`src/rtl/tx_packet_scheduler_if.sv`:
```
// Command/encoder handshake bundle between the TX register block, the scheduler and the TX encoder.
// OCC_W sets the width of the data-buffer occupancy count.
interface tx_packet_scheduler_if #(
    parameter int unsigned OCC_W = 7
);
    logic             cmd_valid;
    logic [2:0]       cmd_code;
    logic             cmd_ready;
    logic             abort;
    logic [OCC_W-1:0] buffer_occupancy;
    logic             tx_transfer_active;
    logic             tx_error;
    logic             tx_start;
    logic [1:0]       tx_packet;
    logic             busy;
    logic             cmd_done;
    logic [2:0]       cmd_status;

    modport master (
        output cmd_valid, cmd_code, abort, buffer_occupancy, tx_transfer_active, tx_error,
        input  cmd_ready, tx_start, tx_packet, busy, cmd_done, cmd_status
    );

    modport slave (
        input  cmd_valid, cmd_code, abort, buffer_occupancy, tx_transfer_active, tx_error,
        output cmd_ready, tx_start, tx_packet, busy, cmd_done, cmd_status
    );
endinterface

```
`src/rtl/tx_packet_scheduler.sv`:
```
// USB TX packet scheduler: runs one TX command at a time through the packet encoder with retry,
// watchdog timeout and abort, and reports a one-cycle completion pulse with a held status.
module tx_packet_scheduler #(
    parameter int unsigned TIMEOUT_W   = 10,
    parameter int unsigned MAX_RETRIES = 3
) (
    input  logic                 clk,
    input  logic                 rst,
    tx_packet_scheduler_if.slave bus
);
    localparam int unsigned RETRY_W = (MAX_RETRIES < 1) ? 1 : $clog2(MAX_RETRIES + 1);
    localparam logic [TIMEOUT_W-1:0] TIMER_MAX = '1;

    localparam logic [2:0] CODE_DATA = 3'd1;

    localparam logic [2:0] ST_OK      = 3'd0;
    localparam logic [2:0] ST_TX_ERR  = 3'd1;
    localparam logic [2:0] ST_TIMEOUT = 3'd2;
    localparam logic [2:0] ST_REJECT  = 3'd3;
    localparam logic [2:0] ST_ABORTED = 3'd4;

    typedef enum logic [2:0] {
        IDLE,
        CHECK,
        START,
        WAIT_ACTIVE,
        WAIT_DONE,
        DONE
    } state_t;

    state_t               state;
    logic [RETRY_W-1:0]   retry_cnt;
    logic [TIMEOUT_W-1:0] timer;
    logic [2:0]           code_reg;
    logic [TIMEOUT_W-1:0] timer_inc;
    logic                 timer_expired;

    // Watchdog counts cycles since tx_start (or since active rose) and sticks at its maximum.
    assign timer_expired = (timer == TIMER_MAX);
    assign timer_inc     = timer_expired ? timer : timer + TIMEOUT_W'(1);

    always_ff @(posedge clk) begin
        if (rst) begin
            state          <= IDLE;
            retry_cnt      <= '0;
            timer          <= '0;
            code_reg       <= '0;
            bus.cmd_ready  <= 1'b1;
            bus.busy       <= 1'b0;
            bus.tx_start   <= 1'b0;
            bus.tx_packet  <= 2'b00;
            bus.cmd_done   <= 1'b0;
            bus.cmd_status <= ST_OK;
        end else begin
            bus.tx_start <= 1'b0;
            bus.cmd_done <= 1'b0;
            unique case (state)
                IDLE: begin
                    if (bus.cmd_valid && (bus.cmd_code != 3'd0)) begin
                        bus.cmd_ready <= 1'b0;
                        bus.busy      <= 1'b1;
                        if (bus.cmd_code <= 3'd4) begin
                            code_reg  <= bus.cmd_code;
                            retry_cnt <= '0;
                            state     <= CHECK;
                        end else begin
                            state          <= DONE;
                            bus.cmd_done   <= 1'b1;
                            bus.cmd_status <= ST_REJECT;
                        end
                    end
                end
                CHECK: begin
                    if (bus.abort) begin
                        state          <= DONE;
                        bus.cmd_done   <= 1'b1;
                        bus.cmd_status <= ST_ABORTED;
                    end else if ((code_reg == CODE_DATA) && (bus.buffer_occupancy == '0)) begin
                        state          <= DONE;
                        bus.cmd_done   <= 1'b1;
                        bus.cmd_status <= ST_REJECT;
                    end else if (!bus.tx_transfer_active) begin
                        state         <= START;
                        bus.tx_start  <= 1'b1;
                        bus.tx_packet <= 2'(code_reg - 3'd1);
                        timer         <= '0;
                    end
                end
                START: begin
                    if (bus.abort) begin
                        state          <= DONE;
                        bus.cmd_done   <= 1'b1;
                        bus.cmd_status <= ST_ABORTED;
                        bus.tx_packet  <= 2'b00;
                    end else begin
                        state <= WAIT_ACTIVE;
                        timer <= timer_inc;
                    end
                end
                WAIT_ACTIVE: begin
                    if (bus.abort) begin
                        state          <= DONE;
                        bus.cmd_done   <= 1'b1;
                        bus.cmd_status <= ST_ABORTED;
                        bus.tx_packet  <= 2'b00;
                    end else if (bus.tx_transfer_active) begin
                        state <= WAIT_DONE;
                        timer <= '0;
                    end else if (timer_expired) begin
                        state          <= DONE;
                        bus.cmd_done   <= 1'b1;
                        bus.cmd_status <= ST_TIMEOUT;
                        bus.tx_packet  <= 2'b00;
                    end else begin
                        timer <= timer_inc;
                    end
                end
                WAIT_DONE: begin
                    // Error wins over a simultaneous fall of active; a retry skips the occupancy check.
                    if (bus.abort) begin
                        state          <= DONE;
                        bus.cmd_done   <= 1'b1;
                        bus.cmd_status <= ST_ABORTED;
                        bus.tx_packet  <= 2'b00;
                    end else if (bus.tx_error) begin
                        if (retry_cnt < RETRY_W'(MAX_RETRIES)) begin
                            retry_cnt    <= retry_cnt + RETRY_W'(1);
                            state        <= START;
                            bus.tx_start <= 1'b1;
                            timer        <= '0;
                        end else begin
                            state          <= DONE;
                            bus.cmd_done   <= 1'b1;
                            bus.cmd_status <= ST_TX_ERR;
                            bus.tx_packet  <= 2'b00;
                        end
                    end else if (!bus.tx_transfer_active) begin
                        state          <= DONE;
                        bus.cmd_done   <= 1'b1;
                        bus.cmd_status <= ST_OK;
                        bus.tx_packet  <= 2'b00;
                    end else if (timer_expired) begin
                        state          <= DONE;
                        bus.cmd_done   <= 1'b1;
                        bus.cmd_status <= ST_TIMEOUT;
                        bus.tx_packet  <= 2'b00;
                    end else begin
                        timer <= timer_inc;
                    end
                end
                DONE: begin
                    state         <= IDLE;
                    bus.cmd_ready <= 1'b1;
                    bus.busy      <= 1'b0;
                end
                default: begin
                    state         <= IDLE;
                    bus.cmd_ready <= 1'b1;
                    bus.busy      <= 1'b0;
                    bus.tx_packet <= 2'b00;
                end
            endcase
        end
    end
endmodule

```
`src/flat_wrapper.sv`:
```
// flat-port wrapper written by rule: the top's interface ports become plain ports
module tx_packet_scheduler_flat 
#(
    parameter int unsigned TIMEOUT_W   = 10,
    parameter int unsigned MAX_RETRIES = 3
)
  (clk, rst, bus_cmd_valid, bus_cmd_code, bus_abort, bus_buffer_occupancy, bus_tx_transfer_active, bus_tx_error, bus_cmd_ready, bus_tx_start, bus_tx_packet, bus_busy, bus_cmd_done, bus_cmd_status);
  tx_packet_scheduler_if #(.OCC_W((7))) bus_i ();
  input  logic clk;
  input  logic rst;
  input wire logic [$bits(bus_i.cmd_valid)-1:0] bus_cmd_valid;
  input wire logic [$bits(bus_i.cmd_code)-1:0] bus_cmd_code;
  input wire logic [$bits(bus_i.abort)-1:0] bus_abort;
  input wire logic [$bits(bus_i.buffer_occupancy)-1:0] bus_buffer_occupancy;
  input wire logic [$bits(bus_i.tx_transfer_active)-1:0] bus_tx_transfer_active;
  input wire logic [$bits(bus_i.tx_error)-1:0] bus_tx_error;
  output wire logic [$bits(bus_i.cmd_ready)-1:0] bus_cmd_ready;
  output wire logic [$bits(bus_i.tx_start)-1:0] bus_tx_start;
  output wire logic [$bits(bus_i.tx_packet)-1:0] bus_tx_packet;
  output wire logic [$bits(bus_i.busy)-1:0] bus_busy;
  output wire logic [$bits(bus_i.cmd_done)-1:0] bus_cmd_done;
  output wire logic [$bits(bus_i.cmd_status)-1:0] bus_cmd_status;
  assign bus_i.cmd_valid = bus_cmd_valid;
  assign bus_i.cmd_code = bus_cmd_code;
  assign bus_i.abort = bus_abort;
  assign bus_i.buffer_occupancy = bus_buffer_occupancy;
  assign bus_i.tx_transfer_active = bus_tx_transfer_active;
  assign bus_i.tx_error = bus_tx_error;
  assign bus_cmd_ready = bus_i.cmd_ready;
  assign bus_tx_start = bus_i.tx_start;
  assign bus_tx_packet = bus_i.tx_packet;
  assign bus_busy = bus_i.busy;
  assign bus_cmd_done = bus_i.cmd_done;
  assign bus_cmd_status = bus_i.cmd_status;
  tx_packet_scheduler #(.TIMEOUT_W(TIMEOUT_W), .MAX_RETRIES(MAX_RETRIES)) u_core (.clk(clk), .rst(rst), .bus(bus_i));
endmodule
```
`config.mk`:
```
export PLATFORM = sky130hd
export DESIGN_NAME = tx_packet_scheduler_flat
export DESIGN_NICKNAME = d
export VERILOG_FILES = /design/src/rtl/tx_packet_scheduler_if.sv /design/src/rtl/tx_packet_scheduler.sv /design/src/flat_wrapper.sv
export SDC_FILE = /design/constraint.sdc
export NUM_CORES = 1
export LEC_CHECK = 0
export BUFFER_PORTS_ARGS = -buffer_cell sky130_fd_sc_hd__buf_2
export CAP_MARGIN = 10
export CORE_UTILIZATION = 35
export DETAILED_ROUTE_END_ITERATION = 8
export GPL_ROUTABILITY_DRIVEN = 1
export PLACE_DENSITY = 0.61
export SYNTH_ARGS = -nofsm -noshare
export SYNTH_HDL_FRONTEND = slang
export SYNTH_SLANG_ARGS = --single-unit
export TNS_END_PERCENT = 5
```
`constraint.sdc`:
```
create_clock -name clk -period 2.6 [get_ports clk]
set_clock_uncertainty 0.2 [all_clocks]
set_input_delay 0.65 -clock clk [delete_from_list [all_inputs] [get_ports clk]]
set_output_delay 0.65 -clock clk [all_outputs]
set_load 0.01 [all_outputs]
```
# --- Yosys cells after proc, flatten, opt, wreduce, memory -nomap -nowiden ---
# Index checks and enable logic that the tools add are counted.
totals:
  register_bits: 27
  ram_bits: 0
  memories: 0
  romBits: 0
  word_cells: 141
  inputBits: 16
  latchBits: 0
  output_inout_bits: 9
classes:
  reduce_logical: 17
  n_addsub: 3
  order_cmp: 2
  div_mod_pow: 0
  multipliers: 0
  muxes: 82
  n_bitwise: 2
  eq_ne: 25
  n_shift: 0
op_table:
  columns: ["cell", "count"]
  rows:
  - ["$mux 10", 12]
  - ["$mux 3", 25]
  - ["$pmux 10 s4", 1]
  - ["$mux 2", 16]
  - ["$pmux 3 s5", 2]
  - ["$mux 1", 20]
  - ["$ne 2x2->1 const B", 9]
  - ["$reduce_and 7->1", 2]
  - ["$add 10x1->10 const B", 1]
  - ["$eq 10x10->1 const B", 1]
  - ["$pmux 2 s5", 1]
  - ["$reduce_and 9->1", 1]
  - ["$logic_not 7->1", 1]
  - ["$eq 3x1->1 const B", 2]
  - ["$eq 3x2->1 const B", 2]
  - ["$eq 3x3->1 const B", 2]
  - ["$ne 2x1->1 const B", 3]
  - ["$ne 3x2->1 const B", 2]
  - ["$ne 3x3->1 const B", 2]
  - ["$pmux 1 s2", 3]
  - ["$reduce_and 6->1", 1]
  - ["$pmux 1 s5", 1]
  - ["$reduce_bool 5->1", 1]
  - ["$ne 4x3->1 const B", 1]
  - ["16 further kinds", 19]

# --- Longest topological paths before layout ---
# Gate-level depths: netlist of run 1.
logic_depth:
  ltp_word: 7
  mapped_depth: 8
  depth_no_buf: 7

# --- Least setup slack after synthesis of run 1 ---
# OpenSTA, ideal clock, no wires.
synth_path:
  path_kind: "input-to-reg"
  startpoint: "input bus_buffer_occupancy[0]"
  endpoint: "register u_core.bus.cmd_status[1]"
  arrival_time_ps: 2009
  setup_time_ps: 86
  path_slack_ps: 305
  stages: 5
  path_buffers: 0
  required_time_ps: 2314
  path_cell_list: "nor4_1 > a31o_2 > o21ai_0 > o41a_1 > a211oi_1"
synth_between:
  elab_chain_len: 4
synth_lines:
  columns: ["element", "line_no", "text"]
  rows:
  - ["start: declaration", "flat_wrapper.sv:14", "input wire logic [$bits(bus_i.buffer_occupancy)-1:0] bus_buffer_occupancy;"]
  - ["$logic_not 7->1", "tx_packet_scheduler.sv:78", "end else if ((code_reg == CODE_DATA) && (bus.buffer_occupancy == '0)) begin"]
  - ["$logic_and 1x1->1", "tx_packet_scheduler.sv:78", null]
  - ["$ne 3x2->1 (no source line)", null, null]
  - ["$reduce_and 7->1 (no source line)", null, null]
  - ["end signal: assignment", "tx_packet_scheduler.sv:77", "bus.cmd_status <= ST_ABORTED;"]
  - ["end signal: assignment", "tx_packet_scheduler.sv:81", "bus.cmd_status <= ST_REJECT;"]
  - ["end signal: assignment", "tx_packet_scheduler.sv:93", "bus.cmd_status <= ST_ABORTED;"]
  - ["end: declaration", "tx_packet_scheduler_if.sv:26", "output cmd_ready, tx_start, tx_packet, busy, cmd_done, cmd_status"]
# No other way between the ends.
# A chain may end at the register's enable or synchronous reset.

# --- Final worst setup path of run 1 ---
layout_path:
  startpoint: "register u_core.state[1]"
  endpoint: "register u_core.timer[7]"
layout_between:
  elab_chain_len: 3
  elab_cells_between_ends: 15
  classes_between: "eq/ne (12); mux (1); reduce/logical (2)"
layout_lines:
  columns: ["element", "line_no", "text"]
  rows:
  - ["start: declaration", "tx_packet_scheduler.sv:31", "state_t state;"]
  - ["start signal: assignment", "tx_packet_scheduler.sv:44", "state <= IDLE;"]
  - ["start signal: assignment", "tx_packet_scheduler.sv:65", "state <= CHECK;"]
  - ["start signal: assignment", "tx_packet_scheduler.sv:67", "state <= DONE;"]
  - ["$eq 3x3->1 (tied with other cells)", "tx_packet_scheduler.sv:57", "unique case (state)"]
  - ["$ne 3x2->1 (no source line) (tied with other cells)", null, null]
  - ["$reduce_and 9->1 (no source line)", null, null]
  - ["end signal: assignment", "tx_packet_scheduler.sv:97", "timer <= timer_inc;"]
  - ["end signal: assignment", "tx_packet_scheduler.sv:115", "timer <= timer_inc;"]
  - ["end signal: assignment", "tx_packet_scheduler.sv:148", "timer <= timer_inc;"]
  - ["end: declaration", "tx_packet_scheduler.sv:33", "logic [TIMEOUT_W-1:0] timer;"]
# Parallel ways exist; a longest one is shown, timed or not.

==> impl_metrics.py, run 1 <==
metrics = {
    "run_status": {
        "status": "complete, no violations",
    },
    "route": {
        "drt-pass1-iter-count": 4,
        "drc": 0,
        "num_vias": 1820,
        "wl_per_cell_um": 14.82,
        "viasPerCell": 5.741,
        "drtIter0Drc": 120,
        "antenna_left": 0,
        "routed_wl_um": 4697,
    },
    "clock_network": {
        "root_buffer": "clkbuf_8",
        "numCtsBuffers": 3,
        "post_cts_buffers": 0,
        "cts_sinks": 27,
        "h-tree-depth": 1,
        "tritoncts": "yes",
        "clkLatencyLatePin_ps": 270,
        "cts_buffer_depth": 2,
        "cts_hold_buffers": 0,
        "path_clk_slew_ps": 90,
        "cts-resized-gates": 0,
    },
    "critical_path": {
        "startpoint": "u_core.state[1]",
        "rr_startpoint": "u_core.state[1]",
        "worstPathArrival_ps": 2270,
        "endpoint_kind": "flip-flop",
        "crit_fanout": 15,
        "path_class": "reg2reg",
        "reg2reg_to": "u_core.timer[7]",
        "required_ps": 2570,
        "r2r_cells": 6,
        "start_kind": "flip-flop",
        "r2r_setup_slack_ps": 300,
    },
    "floorplan": {
        "die_h_um": 73.45,
        "rows": 25,
        "ios": 25,
        "initial_utilization_pct": 37.09,
        "core_um2": 4817,
        "chipWidth_um": 73.45,
        "dieArea_um2": 5395,
    },
    "synth": {
        "synth_top_cell_area_share_pct": 30.25,
        "yosys_warnings": 0,
        "avgSynthCellArea_um2": 8.048,
        "syn_inst": 222,
        "synth_area_um2": 1787,
        "yosysUniqueCellTypes": 51,
        "async_flop_share_pct": 0,
        "ys.flop_type": "dfxtp_1",
        "ys_ff_latch": 27,
        "synth_edf_count": 0,
        "syn-num-nets": 241,
        "synthTopCellsByArea": "dfxtp_1 (30%), a21oi_1 (5.3%), o21ai_0 (4.2%)",
        "synth_largest_area_cell": "dfxtp_1",
        "synth-seq-area-share_pct": 30.25,
    },
    "sta": {
        "fmax_mhz": 434.9,
        "hold_slack_ps": 269.5,
        "finalCriticalPeriod_ps": 2299,
        "fin_setup_tns_ps": 0,
        "finalCritPeriodShare_pct": 88.44,
        "max-slew-margin-rel_pct": 67.54,
        "slew_violations": 0,
        "worstMarginPinSlew_ps": 481.8,
        "rsz0062_at_grt": "false",
        "setup_viol": 0,
        "hold_violations": 0,
        "worst_slack_ps": 300.5,
    },
    "finish": {
        "final_util_pct": 43.06,
        "drive_gt1_share_pct": 22.00,
        "largest_register_ffs": 10,
        "diodes": 0,
        "nFillCells": 524,
        "fin_area_um2": 2074,
        "fin_nets": 270,
        "layout_common_cells": "dfxtp_1 (27), buf_2 (24), a21oi_1 (19), nor2_1 (17), buf_4 (16)",
        "synthToLayoutAreaGrowth_pct": 16.11,
        "final_common_cell": "dfxtp_1",
        "top_register": "u_core.timer",
        "final_cell_count_no_fill": 317,
    },
    "placement": {
        "gp_congestion": 0.9397,
        "dp_hpwl_um": 3611,
        "place_area_um2": 2029,
        "dp_cells": 313,
        "port_buffers": 24,
        "place_ws_ps": 49.42,
    },
    "run": {
        "drv_cap": 0,
    },
    "power_and_ir_drop": {
        "p_per_area_nw_per_um2": 790.0,
        "leakage_nw": 0.7818,
        "ir_drop_mv": 0.5199,
        "total_power_mw": 1.639,
    },
    "grt": {
        "grt_usage_pct": 18.97,
        "antenna_found_initial": 0,
        "grt_max_degree": 17,
        "grt_first_pass_wirelength_um": 7900,
        "grt-ovfl-total": 0,
        "grt_pass1_vias": 1642,
    },
    "worst_hold_path": {
        "hold_depth": 2,
        "hold_path.class": "reg2reg",
        "min_to": "u_core.retry_cnt[1]",
        "hp-start": "u_core.retry_cnt[1]",
    },
}
-- critical path, cell delays in order (launching register included) --
cell	delay, ps
dfxtp_1	470
or3_1	470
and3_1	270
a211oi_4	230
buf_4	190
o21ai_0	90
a32o_1	280
-- cells in the mapped netlist, types with 4 or more instances --
library cell and n:
nand2b_1 5, nand2_1 11, nor3_1 8, o21ai_0 15, a32o_1 5, nor2b_1 8
nor2_1 17, a211oi_1 4, dfxtp_1 27, inv_1 8, and3_1 5, a31oi_1 5
clkbuf_1 9, nor4_1 7, a21oi_1 19, nand3_1 8
-- final cells by class --
cell class / instances / area (µm²) / area share [%]
clock buffer: 4 / 45.04 / 2.171
sequential: 27 / 540.5 / 26.06
tap: 67 / 83.83 / 4.041
multi-input combinational: 171 / 1135 / 54.70
timing repair buffer: 40 / 240.2 / 11.58
inverter: 8 / 30.03 / 1.448
-- power breakdown --
group	internal (mW)	switching, mW	leakage, nW
registers	0.475	0.0622	0.220
clock network	0.110	0.130	0.0228
logic	0.387	0.474	0.539
-- logic make-up (layout without fill, tap and decap cells) --
group                      after synthesis  in the layout  share of synthesized area (%)
AOI/OAI and AO/OA                       79             79                          33.40
adders and majority gates                3              3                          2.101
buffers and inverters                   24             52                          6.233
DFF                                     27             27                          30.25
muxes                                    3              3                          1.681
and+or+nand+nor                         86             86                          26.33
-- worst max-delay path by stage --
stage	endpoint	slack, ps	cells after the start
floorplan	u_core.bus.cmd_status[1]	310	5
global placement	u_core.bus.cmd_status[1]	100	6
detailed placement	u_core.bus.cmd_status[1]	50	6
CTS	u_core.timer[7]	330	6
global route	u_core.bus.cmd_status[1]	150	6
finish	u_core.timer[7]	300	6
-- routing by layer --
layer | share of wire, % | GRT usage, % | up-vias
met4 | 1.0 | 3.632 | 0
met2 | 45 | 29.77 | 75
met3 | 6.1 | 3.567 | 4
li1 | - | - | 898
met1 | 48 | 27.10 | 843
met5 | 0 | 0 | -
Power figures use the tool's default switching activity.
==> run 2, diff against run 1 <==
--- a/config.mk
+++ b/config.mk
@@ -7,10 +7,12 @@
 export LEC_CHECK = 0
 export BUFFER_PORTS_ARGS = -buffer_cell sky130_fd_sc_hd__buf_2
 export CAP_MARGIN = 10
+export CORE_ASPECT_RATIO = 1.25
 export CORE_UTILIZATION = 35
 export DETAILED_ROUTE_END_ITERATION = 8
 export GPL_ROUTABILITY_DRIVEN = 1
-export PLACE_DENSITY = 0.61
+export PLACE_DENSITY = 0.65
+export SLEW_MARGIN = 25
 export SYNTH_ARGS = -nofsm -noshare
 export SYNTH_HDL_FRONTEND = slang
 export SYNTH_SLANG_ARGS = --single-unit
==> impl_metrics.py, run 2 (same netlist as run 1, synthesis figures left out) <==
metrics = {
    "run_status": {
        "status": "complete, no violations",
    },
    "grt": {
        "grt_pass1_vias": 1742,
        "met2_usage_pct": 33.06,
        "grt_usage_pct": 18.65,
        "antenna_found_initial": 0,
        "grtUsageMet1_pct": 21.22,
        "grt-ovfl-total": 0,
        "grt_first_pass_wirelength_um": 7803,
        "top_usage_layer": "met2",
        "grt_max_degree": 28,
        "gr-usage-met3_pct": 2.500,
    },
    "finish": {
        "top_register": "u_core.timer",
        "fin_nets": 266,
        "final_cell_count_no_fill": 306,
        "final-seq-area_um2": 540.5,
        "nFillCells": 486,
        "synthToLayoutAreaGrowth_pct": 14.15,
        "final_util_pct": 42.18,
        "drive_gt1_share_pct": 21.14,
        "largest_register_ffs": 10,
        "diodes": 0,
        "layout_common_cells": "dfxtp_1 (27), buf_2 (24), a21oi_1 (19), nor2_1 (17), o21ai_0 (15)",
        "final_common_cell": "dfxtp_1",
        "multi_input_area_um2": 1135,
    },
    "critical_path": {
        "worstPathArrival_ps": 2260,
        "crit_fanout": 13,
        "r2r_cells": 6,
        "r2r_setup_slack_ps": 320,
        "required_ps": 2590,
        "path_class": "reg2reg",
        "rr_startpoint": "u_core.state[0]",
        "start_kind": "flip-flop",
        "endpoint_kind": "flip-flop",
        "reg2reg_to": "u_core.timer[5]",
    },
    "clock_network": {
        "path_clk_slew_ps": 100,
        "tritoncts": "yes",
        "cts_hold_buffers": 0,
        "clkLatencyLatePin_ps": 280,
        "numCtsBuffers": 3,
        "cts_sinks": 27,
        "root_buffer": "clkbuf_8",
        "h-tree-depth": 1,
        "post_cts_buffers": 0,
        "cts_buffer_depth": 2,
        "cts-resized-gates": 0,
    },
    "route": {
        "wl_per_cell_um": 15.24,
        "num_vias": 1797,
        "viasPerCell": 5.873,
        "drt-pass1-iter-count": 4,
        "drtIter0Drc": 152,
        "drc": 0,
        "routed_wl_um": 4663,
        "antenna_left": 0,
    },
    "power_and_ir_drop": {
        "p_per_area_nw_per_um2": 815.1,
        "ir_drop_mv": 0.3535,
        "leakage_nw": 0.7610,
    },
    "placement": {
        "port_buffers": 24,
        "dp_cells": 302,
        "gp_congestion": 0.8726,
        "dp_hpwl_um": 3463,
    },
    "sta": {
        "hold_violations": 0,
        "finalCriticalPeriod_ps": 2276,
        "fmax_mhz": 439.3,
        "fin_setup_tns_ps": 0,
        "max-slew-margin-rel_pct": 61.48,
        "worstMarginPinSlew_ps": 572.9,
        "rsz0062_at_grt": "false",
        "finalCritPeriodShare_pct": 87.56,
        "slew_violations": 0,
        "setup_viol": 0,
    },
    "worst_hold_path": {
        "min_to": "u_core.retry_cnt[1]",
        "hold_depth": 2,
        "hold_path.class": "reg2reg",
        "hp-start": "u_core.retry_cnt[1]",
    },
    "floorplan": {
        "dieArea_um2": 5396,
        "die_h_um": 81.88,
        "chipWidth_um": 65.91,
        "initial_utilization_pct": 36.96,
        "rows": 28,
        "ios": 25,
        "core_um2": 4835,
    },
    "run": {
        "drv_cap": 0,
    },
}
run 2: changes by cell type in the layout (fill, tap and decap cells not counted):
cell,previous run,this run
clkbuf_1,1,0
clkinvlp_4,0,1
buf_4,16,12
run 2: final cells by class:
type | count | area share, %
inverters | 8 | 1.472
clock inverters | 1 | 0.3681
well taps | 60 | 3.681
multi-input cells | 171 | 55.64
clock buffers | 3 | 2.025
flip-flops and latches | 27 | 26.50
repair buffers | 36 | 10.31
run 2: worst max-delay path: stages, from the launching register on:
cell      delay, ps
dfxtp_1         440
or3_1           480
and3_1          250
a211oi_4        220
buf_4           220
o21ai_0         100
a32o_1          270
run 2: power breakdown:
| group | leakage [nW] | switching [mW] | total [mW] | internal, mW |
|---|---|---|---|---|
| logic | 0.520 | 0.484 | 0.864 | 0.380 |
| registers | 0.220 | 0.0638 | 0.539 | 0.475 |
| clock network | 0.0217 | 0.150 | 0.259 | 0.109 |
| total | 0.761 | 0.697 | 1.66 | 0.965 |
run 2: through the flow:
step                      setup WS [ps]  hold WS, ps  area (µm²)  power (mW)
after global placement            127.2        244.1        1991       1.398
after floorplan                   305.0        235.6        1787       1.173
final                             323.5        263.1        2039       1.662
after global routing              195.1        295.0        2039       1.776
after CTS                         331.4        266.5        2039       1.653
after detailed placement          111.1        252.9        1991       1.395
run 2: worst max-delay path by stage:
stage                                       start                        to  slack, ps
after floorplan           bus_buffer_occupancy[0]  u_core.bus.cmd_status[1]        310
after global placement    bus_buffer_occupancy[0]  u_core.bus.cmd_status[1]        130
after detailed placement  bus_buffer_occupancy[0]  u_core.bus.cmd_status[1]        110
after CTS                         u_core.state[0]           u_core.timer[5]        330
after global routing              u_core.timer[0]           u_core.state[0]        200
final                             u_core.state[0]           u_core.timer[5]        320
run 2: metal layers:
| layer | part of all wire [%] | vias to the layer above |
|---|---|---|
| met3 | 4.9 | 20 |
| li1 | - | 890 |
| met4 | 4.1 | 0 |
| met2 | 49 | 65 |
| met5 | 0 | - |
| met1 | 42 | 822 |
